===== src/rtl/player_input_ctrl.sv =====
// Player-input front end: merges PS/2 keyboard and joystick words into
// per-player control words, shapes coin pulses, applies per-button
// autofire and provides a toggle-mode (or level) pause request.
module player_input_ctrl #(
    parameter int NUM_PLAYERS   = 2,
    parameter int NUM_BUTTONS   = 3,
    parameter int COIN_PULSE    = 16,
    parameter int AUTOFIRE_HALF = 833333,
    parameter int PAUSE_TOGGLE  = 1
) (
    input  logic                                    clock,
    input  logic                                    reset,
    input  logic [10:0]                             ps2_key,
    input  logic [NUM_PLAYERS*(NUM_BUTTONS+7)-1:0]  joystick,
    input  logic [NUM_BUTTONS-1:0]                  autofire_en,
    output logic [NUM_PLAYERS*(NUM_BUTTONS+6)-1:0]  player,
    output logic                                    pause
);

    // Joystick word layout: [0]R [1]L [2]D [3]U [4+:NB] buttons, start, coin, pause.
    localparam int JW      = NUM_BUTTONS + 7;
    // Output word layout: [0]U [1]D [2]L [3]R [4+:NB] buttons, start, coin.
    localparam int OW      = NUM_BUTTONS + 6;
    localparam int START_B = NUM_BUTTONS + 4;
    localparam int COIN_B  = NUM_BUTTONS + 5;
    localparam int PAUSE_B = NUM_BUTTONS + 6;
    localparam int CW      = $clog2(COIN_PULSE + 1);
    localparam int AW      = (AUTOFIRE_HALF > 1) ? $clog2(AUTOFIRE_HALF) : 1;

    // The extended-code flag carries no meaning for the mapped keys.
    logic unused_ext;
    assign unused_ext = ps2_key[8];

    // ------------------------------------------------------------------
    // PS/2 decode
    // ------------------------------------------------------------------
    logic ps2_toggle_q;
    logic ps2_event;
    logic dec_hit;
    int   dec_p;
    int   dec_bit;

    assign ps2_event = ps2_key[10] ^ ps2_toggle_q;

    // Map the scancode onto a (player, joystick-layout bit) pair.
    // NOTE: every variable gets a default before the case so no latch is inferred.
    always_comb begin
        dec_hit = 1'b1;
        dec_p   = 0;
        dec_bit = 0;
        case (ps2_key[7:0])
            8'h74: dec_bit = 0;
            8'h6B: dec_bit = 1;
            8'h72: dec_bit = 2;
            8'h75: dec_bit = 3;
            8'h14: dec_bit = 4;
            8'h11: begin dec_bit = 5; dec_hit = (NUM_BUTTONS > 1); end
            8'h29: begin dec_bit = 6; dec_hit = (NUM_BUTTONS > 2); end
            8'h16: dec_bit = START_B;
            8'h2E: dec_bit = COIN_B;
            8'h4D: dec_bit = PAUSE_B;
            8'h34: begin dec_p = 1; dec_bit = 0; end
            8'h23: begin dec_p = 1; dec_bit = 1; end
            8'h2B: begin dec_p = 1; dec_bit = 2; end
            8'h2D: begin dec_p = 1; dec_bit = 3; end
            8'h1C: begin dec_p = 1; dec_bit = 4; end
            8'h1B: begin dec_p = 1; dec_bit = 5; dec_hit = (NUM_BUTTONS > 1); end
            8'h15: begin dec_p = 1; dec_bit = 6; dec_hit = (NUM_BUTTONS > 2); end
            8'h1E: begin dec_p = 1; dec_bit = START_B; end
            8'h36: begin dec_p = 1; dec_bit = COIN_B; end
            default: dec_hit = 1'b0;
        endcase
        if (dec_p >= NUM_PLAYERS) begin
            dec_hit = 1'b0;
        end
    end

    logic [JW-1:0] key_q [NUM_PLAYERS];

    // Key state registers; toggle history is preloaded in reset so release
    // never looks like a PS/2 event.
    // NOTE: sequential state uses non-blocking assignments only.
    always_ff @(posedge clock) begin
        ps2_toggle_q <= ps2_key[10];
        if (reset) begin
            for (int p = 0; p < NUM_PLAYERS; p++) begin
                key_q[p] <= '0;
            end
        end else if (ps2_event && dec_hit) begin
            for (int p = 0; p < NUM_PLAYERS; p++) begin
                for (int b = 0; b < JW; b++) begin
                    if (dec_p == p && dec_bit == b) begin
                        key_q[p][b] <= ps2_key[9];
                    end
                end
            end
        end
    end

    // ------------------------------------------------------------------
    // Merge
    // ------------------------------------------------------------------
    logic [JW-1:0] raw [NUM_PLAYERS];
    logic          pause_raw;

    // Key OR joystick per player; pause merged across all players.
    always_comb begin
        pause_raw = 1'b0;
        for (int p = 0; p < NUM_PLAYERS; p++) begin
            raw[p]    = key_q[p] | joystick[p*JW +: JW];
            pause_raw = pause_raw | raw[p][PAUSE_B];
        end
    end

    // ------------------------------------------------------------------
    // Coin pulse shaping
    // ------------------------------------------------------------------
    logic [CW-1:0]          coin_cnt     [NUM_PLAYERS];
    logic [CW-1:0]          coin_cnt_nxt [NUM_PLAYERS];
    logic [NUM_PLAYERS-1:0] coin_prev;

    // Load on a rising edge only when idle, otherwise count down to zero.
    always_comb begin
        for (int p = 0; p < NUM_PLAYERS; p++) begin
            coin_cnt_nxt[p] = coin_cnt[p];
            if (coin_cnt[p] != '0) begin
                coin_cnt_nxt[p] = coin_cnt[p] - CW'(1);
            end else if (raw[p][COIN_B] && !coin_prev[p]) begin
                coin_cnt_nxt[p] = CW'(COIN_PULSE);
            end
        end
    end

    // Coin counters; edge history follows the raw level even in reset so a
    // coin held through reset does not fire again on release.
    always_ff @(posedge clock) begin
        for (int p = 0; p < NUM_PLAYERS; p++) begin
            coin_prev[p] <= raw[p][COIN_B];
            coin_cnt[p]  <= reset ? '0 : coin_cnt_nxt[p];
        end
    end

    // ------------------------------------------------------------------
    // Autofire timebase
    // ------------------------------------------------------------------
    logic [AW-1:0] af_cnt;
    logic          af_phase;

    // Free-running half-period counter; phase flips on each wrap.
    always_ff @(posedge clock) begin
        if (reset) begin
            af_cnt   <= '0;
            af_phase <= 1'b1;
        end else if (af_cnt == AW'(AUTOFIRE_HALF - 1)) begin
            af_cnt   <= '0;
            af_phase <= ~af_phase;
        end else begin
            af_cnt   <= af_cnt + AW'(1);
        end
    end

    // ------------------------------------------------------------------
    // Output word assembly
    // ------------------------------------------------------------------
    logic [NUM_PLAYERS*OW-1:0] player_nxt;

    // Reorder directions, gate autofire buttons, insert shaped coin.
    always_comb begin
        player_nxt = '0;
        for (int p = 0; p < NUM_PLAYERS; p++) begin
            player_nxt[p*OW + 0] = raw[p][3];
            player_nxt[p*OW + 1] = raw[p][2];
            player_nxt[p*OW + 2] = raw[p][1];
            player_nxt[p*OW + 3] = raw[p][0];
            for (int i = 0; i < NUM_BUTTONS; i++) begin
                player_nxt[p*OW + 4 + i] = raw[p][4+i] & (~autofire_en[i] | af_phase);
            end
            player_nxt[p*OW + START_B] = raw[p][START_B];
            player_nxt[p*OW + COIN_B]  = (coin_cnt_nxt[p] != '0);
        end
    end

    // Registered player outputs.
    always_ff @(posedge clock) begin
        if (reset) begin
            player <= '0;
        end else begin
            player <= player_nxt;
        end
    end

    // ------------------------------------------------------------------
    // Pause
    // ------------------------------------------------------------------
    if (PAUSE_TOGGLE != 0) begin : g_pause_toggle
        logic pause_prev;

        // Latch flips on each rising edge of the merged pause level.
        always_ff @(posedge clock) begin
            pause_prev <= pause_raw;
            if (reset) begin
                pause <= 1'b0;
            end else if (pause_raw && !pause_prev) begin
                pause <= ~pause;
            end
        end
    end else begin : g_pause_level
        // Pause simply follows the merged level, one cycle late.
        always_ff @(posedge clock) begin
            if (reset) begin
                pause <= 1'b0;
            end else begin
                pause <= pause_raw;
            end
        end
    end

endmodule

===== config.mk =====
export PLATFORM = sky130hd
export DESIGN_NAME = player_input_ctrl
export DESIGN_NICKNAME = d
export VERILOG_FILES = /design/src/rtl/player_input_ctrl.sv
export SDC_FILE = /design/constraint.sdc
export NUM_CORES = 1
export LEC_CHECK = 0
export BUFFER_PORTS_ARGS = -buffer_cell sky130_fd_sc_hd__buf_2
export CORE_AREA = 2 2 76 85
export DETAILED_ROUTE_END_ITERATION = 16
export DIE_AREA = 0 0 78 87
export PLACE_DENSITY = 0.84
export SKIP_LAST_GASP = 1
export SLEW_MARGIN = 20
export SYNTH_ARGS = -nofsm -noshare
export SYNTH_HDL_FRONTEND = slang
export SYNTH_SLANG_ARGS = --single-unit

===== constraint.sdc =====
create_clock -name clock -period 5.35 [get_ports clock]
set_input_delay 0.2675 -clock clock [delete_from_list [all_inputs] [get_ports clock]]
set_output_delay 0.2675 -clock clock [all_outputs]
set_load 0.05 [all_outputs]

==> impl_results.md, run 1 <==
* Post CTS Setup Buffer Count at 0
* Mapped Area at 3437 um2
* Tightest Hold Check Type: input pin to flip-flop
* Avg WL per Cell at 13.68 um
* Hold Path End: ps2_toggle_q
* Global-route wire length before repair at 11010 um
* Unrepaired setup endpoints after global routing: false
* Post-route cell area at 3938 um2
* Slew headroom at 48.21%
* Post-Syn Area per Cell at 9.601 um2
* Std cell rows at 30
* Initial antenna violation count at 1
* CP Data Required Time at 5.40 ns
* Diode count at 0
* Sequential fraction of the synthesis area at 48.93%
* Placed Area at 3731 um2
* Die height at 87 um
* Post-synthesis mux area share at 0%
* Unique masters post-synth at 54
* Routed wire length at 6732 um
* Yosys top cell area share at 31.45%
* Initial core utilization at 57.23%
* Skew-Pair Late Insertion Delay at 0.34 ns
* CTS root buf: clkbuf_8
* Pwr dens at 369.5 nW/um2
* XOR/XNOR Fraction of Synth Area at 6.625%
* Die Wd at 78 um
* Hold Path Stages at 1
* Largest net degree at the start of global routing at 51
* Yosys warnings at 0
* Post-layout util at 65.56%
* Leakage power at 1.537 nW
* DRT iter0 DRCs at 117
* Fmax at 483.0 MHz
* Port buffer count at 53
* Top post-synthesis cells by area: dfxtp_1, edfxtp_1, nor2_1, xnor2_1, xor2_1
* Fin Clk Skew at 0.01590 ns
* Prevailing post-synth register cell: dfxtp_1
* Post-synthesis adder-cell area fraction at 1.456%
* CORE AREA at 6006 um2
* Final setup TNS at 0 ns
* Cell accounting for the most synthesized area: dfxtp_1
* IO Count at 55
* Clock transition at path regs at 0.08 ns
* Ys async rst share at 0%
* Crit path DAT at 2.12 ns
* Remaining Overflow, GRT at 0
* Critical path's top delay family: compound AO/OA/AOI/OAI gates
* Total CTS buffers at 9
* Fin cells at 492
* Vias per Instance at 5.510
* CTS resizes at 0
* Fin crit share at 38.70%
* Slew Limit Fails at 0
* Min-delay src: ps2_key[10]
* Reg2reg start: af_cnt[6]
* R2r setup slk at 3.28 ns
* Status: completed
* Post-Syn Nets at 398
* Reg2reg path depth at 5
* Overall Global Routing Usage at 20.52%
* Critical Path End Type: flip-flop
* Max VDD drop at 0.2487 mV
* Hold Vio Cnt, Final at 0
* Inst Count DP at 476
* Combinational family with the most area after synthesis: simple AND/OR/NAND/NOR gates
* GP Congestion at 0.9299
* Die area at 6786 um2
* Slowest stage cell on the critical path: nor4b_2
* Worst path cell trace: buf_2 > nor4b_2 > o21a_1 > o21ai_2 > a211o_1 > o21bai_2
* Reg-to-reg endpoint: af_cnt[13]
* WHS at 0.04610 ns
* Via count at 2711
* Fin crit period at 2.071 ns
* CP Max Fanout at 12
* Post-synthesis register bit count at 74
* Slew @ Worst Pin at 0.7769 ns
* CTS sink count at 74
* Nets at 447
* Post-synthesis cell count at 358
* CP Class: input pin to flip-flop
* CP bufs+invs at 1
* Max cap viols at 0
* Clock tree buffer depth at 2
* Final setup fails at 0
* Simple-gate share of the synthesized area at 25.34%
* Hold Buf Count CTS at 0
* # DRC at 0
* Slowest Stage Delay on Critical Path at 0.65 ns
* Crit start category: input pin
* CTS tree: done
* Compound-Gate Fraction of Synth Area at 13.94%
* DP HPWL at 4711 um
* 1st-pass router iterations at 4
* H-tree depth at 3
* Area grow syn2layout at 14.56%
* Fraction of layout cells with a size suffix above 1 at 20.87%
* Post-synth EDFFs at 20
* Number of global-route vias before repair at 2478
* DRT antenna net count at 0
-- cells in the mapped netlist (3+ instances only) --
cell      number
and3_1         4
o21ai_0        4
o21a_1         8
o21bai_2       9
a21oi_1       12
nor4_1         3
ha_1           4
xor2_1        13
buf_1          3
nor2b_1        8
nand4_1        8
nor3_1         9
nor4bb_1       5
xnor2_1       13
buf_2          3
o21bai_1      11
nand3_1       13
nand2b_1       8
inv_1         12
nor2_1        68
nand2_1       12
clkbuf_1       8
dfxtp_1       54
or3b_2         4
edfxtp_1      20
a31oi_1        5
-- how the worst max path moves through the flow --
stage,startpoint,to,slack (ns),depth (start not counted)
floorplan,ps2_key[1],key_q[0][0],3.08,5
global placement,ps2_key[0],key_q[1][5],2.97,6
detailed placement,ps2_key[0],key_q[1][8],2.91,6
CTS,ps2_key[0],key_q[1][8],3.26,6
global route,af_cnt[6],af_cnt[13],3.10,5
finish,ps2_key[0],key_q[1][8],3.28,6
-- layout by cell type, fill, tap and decap left out, types with 3 or more instances in the layout --
master | netlist | routed
xor2_1 | 13 | 13
o21ai_0 | 4 | 4
buf_2 | 3 | 53
o21a_1 | 8 | 8
clkbuf_1 | 8 | 3
clkbuf_8 | 0 | 9
o21bai_1 | 11 | 11
nor2b_1 | 8 | 8
nor4bb_1 | 5 | 5
and3_1 | 4 | 4
or3b_2 | 4 | 4
ha_1 | 4 | 4
a21oi_1 | 12 | 12
nor2_1 | 68 | 68
o21bai_2 | 9 | 9
nand2_1 | 12 | 12
nor4_1 | 3 | 3
dfxtp_1 | 54 | 54
a31oi_1 | 5 | 5
edfxtp_1 | 20 | 20
nand4_1 | 8 | 8
nand3_1 | 13 | 13
nor3_1 | 9 | 9
inv_1 | 12 | 12
nand2b_1 | 8 | 8
xnor2_1 | 13 | 13
-- worst register-to-register path: stages, from the launching register on --
cell,delay (ns)
dfxtp_1,0.35
or4b_1,0.53
nor3_1,0.14
nand4_1,0.17
nand2b_1,0.58
nor2_1,0.15
-- cells by family (layout without fill, tap and decap cells) --
family,Yosys count,after routing
buf+inv,28,82
compound gates,64,64
other cells,1,1
xor+xnor,26,26
fa+ha+maj,4,4
flops,74,74
simple gates,161,161
-- registers in the layout (all words and copies together), names as in the netlist --
| name | count |
|---|---|
| af_cnt | 20 |
| af_phase | 1 |
| coin_cnt | 10 |
| coin_prev | 2 |
| g_pause_toggle.pause_prev | 1 |
| key_q | 20 |
| pause | 1 |
| player | 18 |
| ps2_toggle_q | 1 |
-- report_power, final --
part           internal, mW  switching [mW]  total [mW]  leakage [nW]
Sequential            0.624          0.0357       0.659         0.659
Combinational         0.142           0.209       0.351         0.780
Clock                 0.245           0.199       0.445        0.0990
Total                  1.01           0.444        1.46          1.54
-- area by class of cell --
class	count	area, um2
fillers	473	2068
flip-flops and latches	74	1682
multi-input cells	256	1632
repair buffers	54	272.8
clock buffers	13	160.2
well taps	80	100.1
clock inverters	3	46.29
inverters	12	45.04
-- metal layers --
metal / vias to the layer above / wire, um / global-route usage (%)
met5: - / 11 / 0
met1: 1293 / 2957 / 24.58
met2: 53 / 3378 / 34.48
met3: 13 / 281 / 4.772
met4: 2 / 104 / 10.85
li1: 1350 / - / -
-- metrics by stage --
stage	power [mW]	setup slack [ns]
6_report	1.455	3.279
5_1_grt	1.532	3.101
4_1_cts	1.463	3.259
3_5_place_dp	1.021	2.912
3_3_place_gp	1.002	2.973
2_1_floorplan	0.9459	3.080
Power figures use the tool's default switching activity.
==> run 2: changes to the inputs <==
--- a/config.mk
+++ b/config.mk
@@ -5,11 +5,12 @@
 export SDC_FILE = /design/constraint.sdc
 export NUM_CORES = 1
 export LEC_CHECK = 0
+export ABC_AREA = 1
 export BUFFER_PORTS_ARGS = -buffer_cell sky130_fd_sc_hd__buf_2
-export CORE_AREA = 2 2 76 85
+export CORE_AREA = 2 2 79 88
 export DETAILED_ROUTE_END_ITERATION = 16
-export DIE_AREA = 0 0 78 87
-export PLACE_DENSITY = 0.84
+export DIE_AREA = 0 0 81 90
+export PLACE_DENSITY = 0.79
 export SKIP_LAST_GASP = 1
 export SLEW_MARGIN = 20
 export SYNTH_ARGS = -nofsm -noshare
==> constraint.sdc (replaced) <==
create_clock -name clock -period 2.15 [get_ports clock]
set_input_delay 0.1075 -clock clock [delete_from_list [all_inputs] [get_ports clock]]
set_output_delay 0.1075 -clock clock [all_outputs]
set_load 0.05 [all_outputs]
==> impl_results.md, run 2 <==
* IO Count at 55
* Fill cells at 557
* Clock tree buffer depth at 2
* GP Congestion at 0.9515
* Most common cell after layout, fill and taps aside: nand2_1
* Crit path DAT at 2.21 ns
* Overall Global Routing Usage at 22.88%
* Status: completed
* Tightest Hold Check Type: input pin to flip-flop
* Slew Limit Fails at 0
* Cell accounting for the most synthesized area: dfxtp_1
* Cell mode on critical path: nand2_1
* Fmax at 514.8 MHz
* 1st-pass router iterations at 5
* Fin crit share at 90.35%
* Number of global-route vias before repair at 3103
* Post-Syn Nets at 508
* Mapped Area at 3475 um2
* Remaining Overflow, GRT at 0
* Fraction of layout cells with a size suffix above 1 at 17.36%
* H-tree depth at 3
* DRT antenna net count at 0
* Die Wd at 81 um
* Initial antenna violation count at 0
* Slowest stage cell on the critical path: dfxtp_2
* CP Data Required Time at 2.42 ns
* Critical path's top delay family: simple AND/OR/NAND/NOR gates
* Pwr dens at 860.9 nW/um2
* Yosys warnings at 0
* Met2 Track Usage GR at 38.84%
* Slowest Stage Delay on Critical Path at 0.35 ns
* Dpl ws at 0.1491 ns
* Slew headroom at 66.65%
* Sequential share of power at 43.7%
* Prevailing post-synth register cell: dfxtp_1
* CTS root buf: clkbuf_8
* CTS sink count at 74
* Post-synthesis cell count at 468
* Top post-synthesis cells by area: dfxtp_1, edfxtp_1, nand2_1, nor2_1, inv_1
* Post-Syn Area per Cell at 7.424 um2
* Min setup slack post-route at 0.2074 ns
* Biggest registers after layout: af_cnt: 20 flops, key_q: 20 flops, player: 18 flops
* Count leader, synth: nand2_1
* Worst path cell trace: ha_1 > nand2_1 > inv_2 > nand2_2 > nor2_4 > nand3_1 > nor2_2 > nand2_1 > nor2_2 > nand2_1 > inv_2 > nand4_1 > or2_0 > a21oi_1
* Leakage power at 1.982 nW
* Via count at 3176
* Sw Ratio at 31.69%
* Area grow syn2layout at 22.58%
* Most frequent cells in the layout: nand2_1, nor2_1, inv_1
* Sequential fraction of the synthesis area at 48.40%
* Switching pwr at 1.162 mW
* Slew @ Worst Pin at 0.4991 ns
* Skew-Pair Late Insertion Delay at 0.34 ns
* Initial core utilization at 53.96%
* Hold Vio Cnt, Final at 0
* Die area at 7290 um2
* CP Max Fanout at 3
* Met1 Use GR at 28.05%
* Comb power frac at 23.3%
* Post CTS Setup Buffer Count at 0
* Nets at 588
* Vias per Instance at 5.002
* Largest net degree at the start of global routing at 26
* Critical Path End Type: flip-flop
* Most instantiated cells after synthesis: nand2_1, nor2_1, inv_1
* Clock transition at path regs at 0.08 ns
* Max cap viols at 0
* DP HPWL at 5630 um
* Post-synth EDFFs at 20
* Crit start category: flip-flop
* Die height at 90 um
* Yosys top cell area share at 31.11%
* Unique masters post-synth at 41
* Post-synthesis register bit count at 74
* Clock share of power at 32.9%
* Ys async rst share at 0%
* CORE AREA at 6439 um2
* Busiest layer in global routing: met2
* Met3 Track Usage GR at 3.414%
* Global-route wire length before repair at 13240 um
* Avg WL per Cell at 12.23 um
* Std cell rows at 31
* CP bufs+invs at 2
* Final setup TNS at 0 ns
* Fin crit period at 1.943 ns
* Internal power at 2.505 mW
* Final setup fails at 0
* Unrepaired setup endpoints after global routing: false
* Fin Clk Skew at 0.01185 ns
* CP Class: flip-flop to flip-flop
* Total CTS buffers at 9
* Routed wire length at 7769 um
* DRT iter0 DRCs at 188
* Max VDD drop at 0.7043 mV
* # DRC at 0
* CTS tree: done
* Port buffer count at 53
* Diode count at 0
## run 2: cells by family (layout without fill, tap and decap cells)
logic type | Yosys count | count (layout) | share of synthesized area, %
AND/OR/NAND/NOR | 261 | 261 | 32.09
flip-flops | 74 | 74 | 48.40
buffers and inverters | 70 | 155 | 7.562
AO/OA/AOI/OAI | 50 | 50 | 8.391
XOR/XNOR | 8 | 8 | 2.017
adder cells (fa/ha/maj) | 4 | 4 | 1.440
other | 1 | 1 | 0.1079
## run 2: area by class of cell
type	count	area, um2	share of cell area, %
sequential	74	1683	39.51
multi-input combinational	324	1533	35.99
timing repair buffer	76	480.5	11.28
inverter	63	236.5	5.552
clock buffer	9	123.9	2.908
tap	82	102.6	2.409
clock inverter	7	100.1	2.350
## run 2: metal layers
metal	wire [um]	up-vias
li1	-	1651
met5	0	-
met4	146	0
met2	3900	94
met3	336	17
met1	3386	1414
## run 2: timing repair
item	4_1_cts	5_1_grt
hold buffers	17	0
endpoints found under the hold margin	17	0
gates resized for setup	0	2
endpoints found under the setup margin	0	2
## run 2: path summary, 6_finish.rpt
kind                                                   to        start  slack [ns]  depth (start not counted)
worst min register to register                  af_cnt[0]    af_cnt[0]        0.42                          1
worst max register to register                 af_cnt[16]    af_cnt[0]        0.21                         14
worst min-delay path            g_pause_toggle.pause_prev  joystick[9]        0.01                          2
worst max-delay path                           af_cnt[16]    af_cnt[0]        0.21                         14
## run 2: power groups by stage
stage / logic (mW) / registers [mW] / clock network (mW)
2_1_floorplan: 0.498 / 1.75 / 0
3_3_place_gp: 0.775 / 1.63 / 0
3_5_place_dp: 0.806 / 1.63 / 0
4_1_cts: 0.851 / 1.60 / 1.23
5_1_grt: 0.972 / 1.62 / 1.29
6_report: 0.855 / 1.60 / 1.21
## run 2: worst reg2reg max path, cell delays in order (launching register included)
cell and delay [ns]:
dfxtp_2 0.35, ha_1 0.16, nand2_1 0.07, inv_2 0.07, nand2_2 0.07, nor2_4 0.11, nand3_1 0.09, nor2_2 0.12
nand2_1 0.09, nor2_2 0.12, nand2_1 0.11, inv_2 0.08, nand4_1 0.10, or2_0 0.22, a21oi_1 0.11
## run 2: per-stage QoR
stage,area (um2),power (mW),hold WS (ns),instances,util (%)
global route,4259,3.875,0.01659,635,66.15
global placement,3861,2.404,0.2392,602,59.97
detailed placement,3861,2.441,0.2430,602,59.97
CTS,4255,3.682,0.001101,635,66.09
finish,4259,3.667,0.01174,635,66.15
floorplan,3475,2.249,0.1352,468,-
==> run 3: changes to the inputs <==
--- a/config.mk
+++ b/config.mk
@@ -7,10 +7,10 @@
 export LEC_CHECK = 0
 export ABC_AREA = 1
 export BUFFER_PORTS_ARGS = -buffer_cell sky130_fd_sc_hd__buf_2
-export CORE_AREA = 2 2 79 88
+export CORE_AREA = 2 2 97 99
 export DETAILED_ROUTE_END_ITERATION = 16
-export DIE_AREA = 0 0 81 90
-export PLACE_DENSITY = 0.79
+export DIE_AREA = 0 0 99 101
+export PLACE_DENSITY = 0.6
 export SKIP_LAST_GASP = 1
 export SLEW_MARGIN = 20
 export SYNTH_ARGS = -nofsm -noshare
==> impl_results.md, run 3 (synthesized netlist as in run 2, its figures left out) <==
* Routed wire length at 7537 um
* CORE AREA at 8977 um2
* Fmax at 512.5 MHz
* Post CTS Setup Buffer Count at 0
* Total CTS buffers at 9
* Fill cells at 919
* IO Count at 55
* Final setup fails at 0
* Internal power at 2.665 mW
* Nets at 587
* Die height at 101 um
* Initial antenna violation count at 0
* Dpl ws at 0.1550 ns
* Global-route wire length before repair at 12450 um
* Initial core utilization at 38.70%
* Fin crit period at 1.951 ns
* Switching pwr at 1.089 mW
* Sequential share of power at 42.6%
* GP Congestion at 0.9354
* CP Class: flip-flop to flip-flop
* Slowest stage cell on the critical path: dfxtp_1
* Max VDD drop at 0.3736 mV
* Clock tree buffer depth at 2
* Port buffer count at 53
* Die Wd at 99 um
* Clock share of power at 35.2%
* Avg WL per Cell at 11.37 um
* Number of global-route vias before repair at 2793
* Skew-Pair Late Insertion Delay at 0.34 ns
* Met3 wire length at 342 um
* Critical Path End Type: flip-flop
* Sw Ratio at 29.02%
* Final setup TNS at 0 ns
* Fin cells at 663
* Post-route cell area at 4322 um2
* Die area at 9999 um2
* Remaining Overflow, GRT at 0
* 1st-pass router iterations at 4
* Crit start category: flip-flop
* Comb power frac at 22.1%
* Area grow syn2layout at 24.38%
* Multi-input logic area at 1533 um2
* Fin Clk Skew at 0.008977 ns
* Most common cell after layout, fill and taps aside: nand2_1
* Diode count at 0
* Inst Count DP at 629
* Clock transition at path regs at 0.07 ns
* Min setup slack post-route at 0.1987 ns
* Biggest registers after layout: af_cnt: 20 flops, key_q: 20 flops, player: 18 flops
* DRT antenna net count at 0
* Pwr Total at 3.754 mW
* # DRC at 0
* Overall Global Routing Usage at 15.65%
* CTS root buf: clkbuf_8
* Largest net degree at the start of global routing at 26
* CTS tree: done
* Via count at 3076
* Tightest Hold Check Type: input pin to flip-flop
* DRT iter0 DRCs at 120
* Slowest Stage Delay on Critical Path at 0.36 ns
* CTS sink count at 74
* DP HPWL at 5780 um
* Sequential cell area at 1682 um2
* Hold Vio Cnt, Final at 0
* Pwr dens at 868.6 nW/um2
* Worst path cell trace: ha_1 > nand2_1 > inv_2 > nand2_2 > nor2_4 > nand3_1 > nor2_2 > nand2_1 > nor2_2 > nand2_1 > inv_2 > nand4_1 > or2_0 > a21oi_1
* Std cell rows at 35
* Post-layout util at 48.14%
* CP Max Fanout at 3
* Fraction of layout cells with a size suffix above 1 at 16.85%
* Max cap viols at 0
* Cell mode on critical path: nand2_1
* CP Data Required Time at 2.42 ns
* Vias per Instance at 4.640
* Unrepaired setup endpoints after global routing: false
* Metal2 WL at 3378 um
* Slew Limit Fails at 0
* M1 wire length at 3676 um
* Status: completed
* Crit path DAT at 2.22 ns
* Highest routed layer: met4
* Placed Area at 3882 um2
* Fin crit share at 90.76%
* Leakage power at 1.995 nW
* H-tree depth at 3
* WHS at 0.008911 ns
* Most frequent cells in the layout: nand2_1, nor2_1, inv_1
-- run 3: cell type report --
type / count / share of cell area (%)
flip-flops and latches: 74 / 38.91
multi-input cells: 324 / 35.47
repair buffers: 75 / 11.00
inverters: 63 / 5.472
clock buffers: 13 / 4.430
well taps: 111 / 3.214
clock inverters: 3 / 1.506
-- run 3: power by group through the flow --
stage,Combinational (mW),Clock [mW],Sequential [mW]
detailed placement,0.802,0,1.63
CTS,0.831,1.35,1.60
global placement,0.783,0,1.63
finish,0.831,1.32,1.60
global route,0.933,1.42,1.61
floorplan,0.498,0,1.75
-- run 3: worst max-delay path, delay by kind of cell, from the launching register on --
kind,cells,cell delay (ns)
and+or+nand+nor,10,1.07
DFF,1,0.36
adders and majority gates,1,0.17
buffers and inverters,2,0.15
AOI/OAI and AO/OA,1,0.12
-- run 3: metal layers --
metal	up-vias	GRT usage, %
li1	1652	-
met1	1349	20.12
met2	62	25.68
met3	13	3.398
met4	0	6.322
met5	-	0
-- run 3: path summary, 6_finish.rpt --
path / start / to / slack, ns / cells after the start
setup reg to reg: af_cnt[0] / af_cnt[16] / 0.20 / 14
hold reg to reg: af_cnt[0] / af_cnt[0] / 0.45 / 1
setup / recovery: af_cnt[0] / af_cnt[16] / 0.20 / 14
hold / removal: joystick[15] / player[14] / 0.009 / 3
-- run 3: what timing repair did --
action,4_1_cts,5_1_grt
resized for setup,0,1
endpoints found under the hold margin,17,0
endpoints found under the setup margin,0,1
hold buffers,18,0
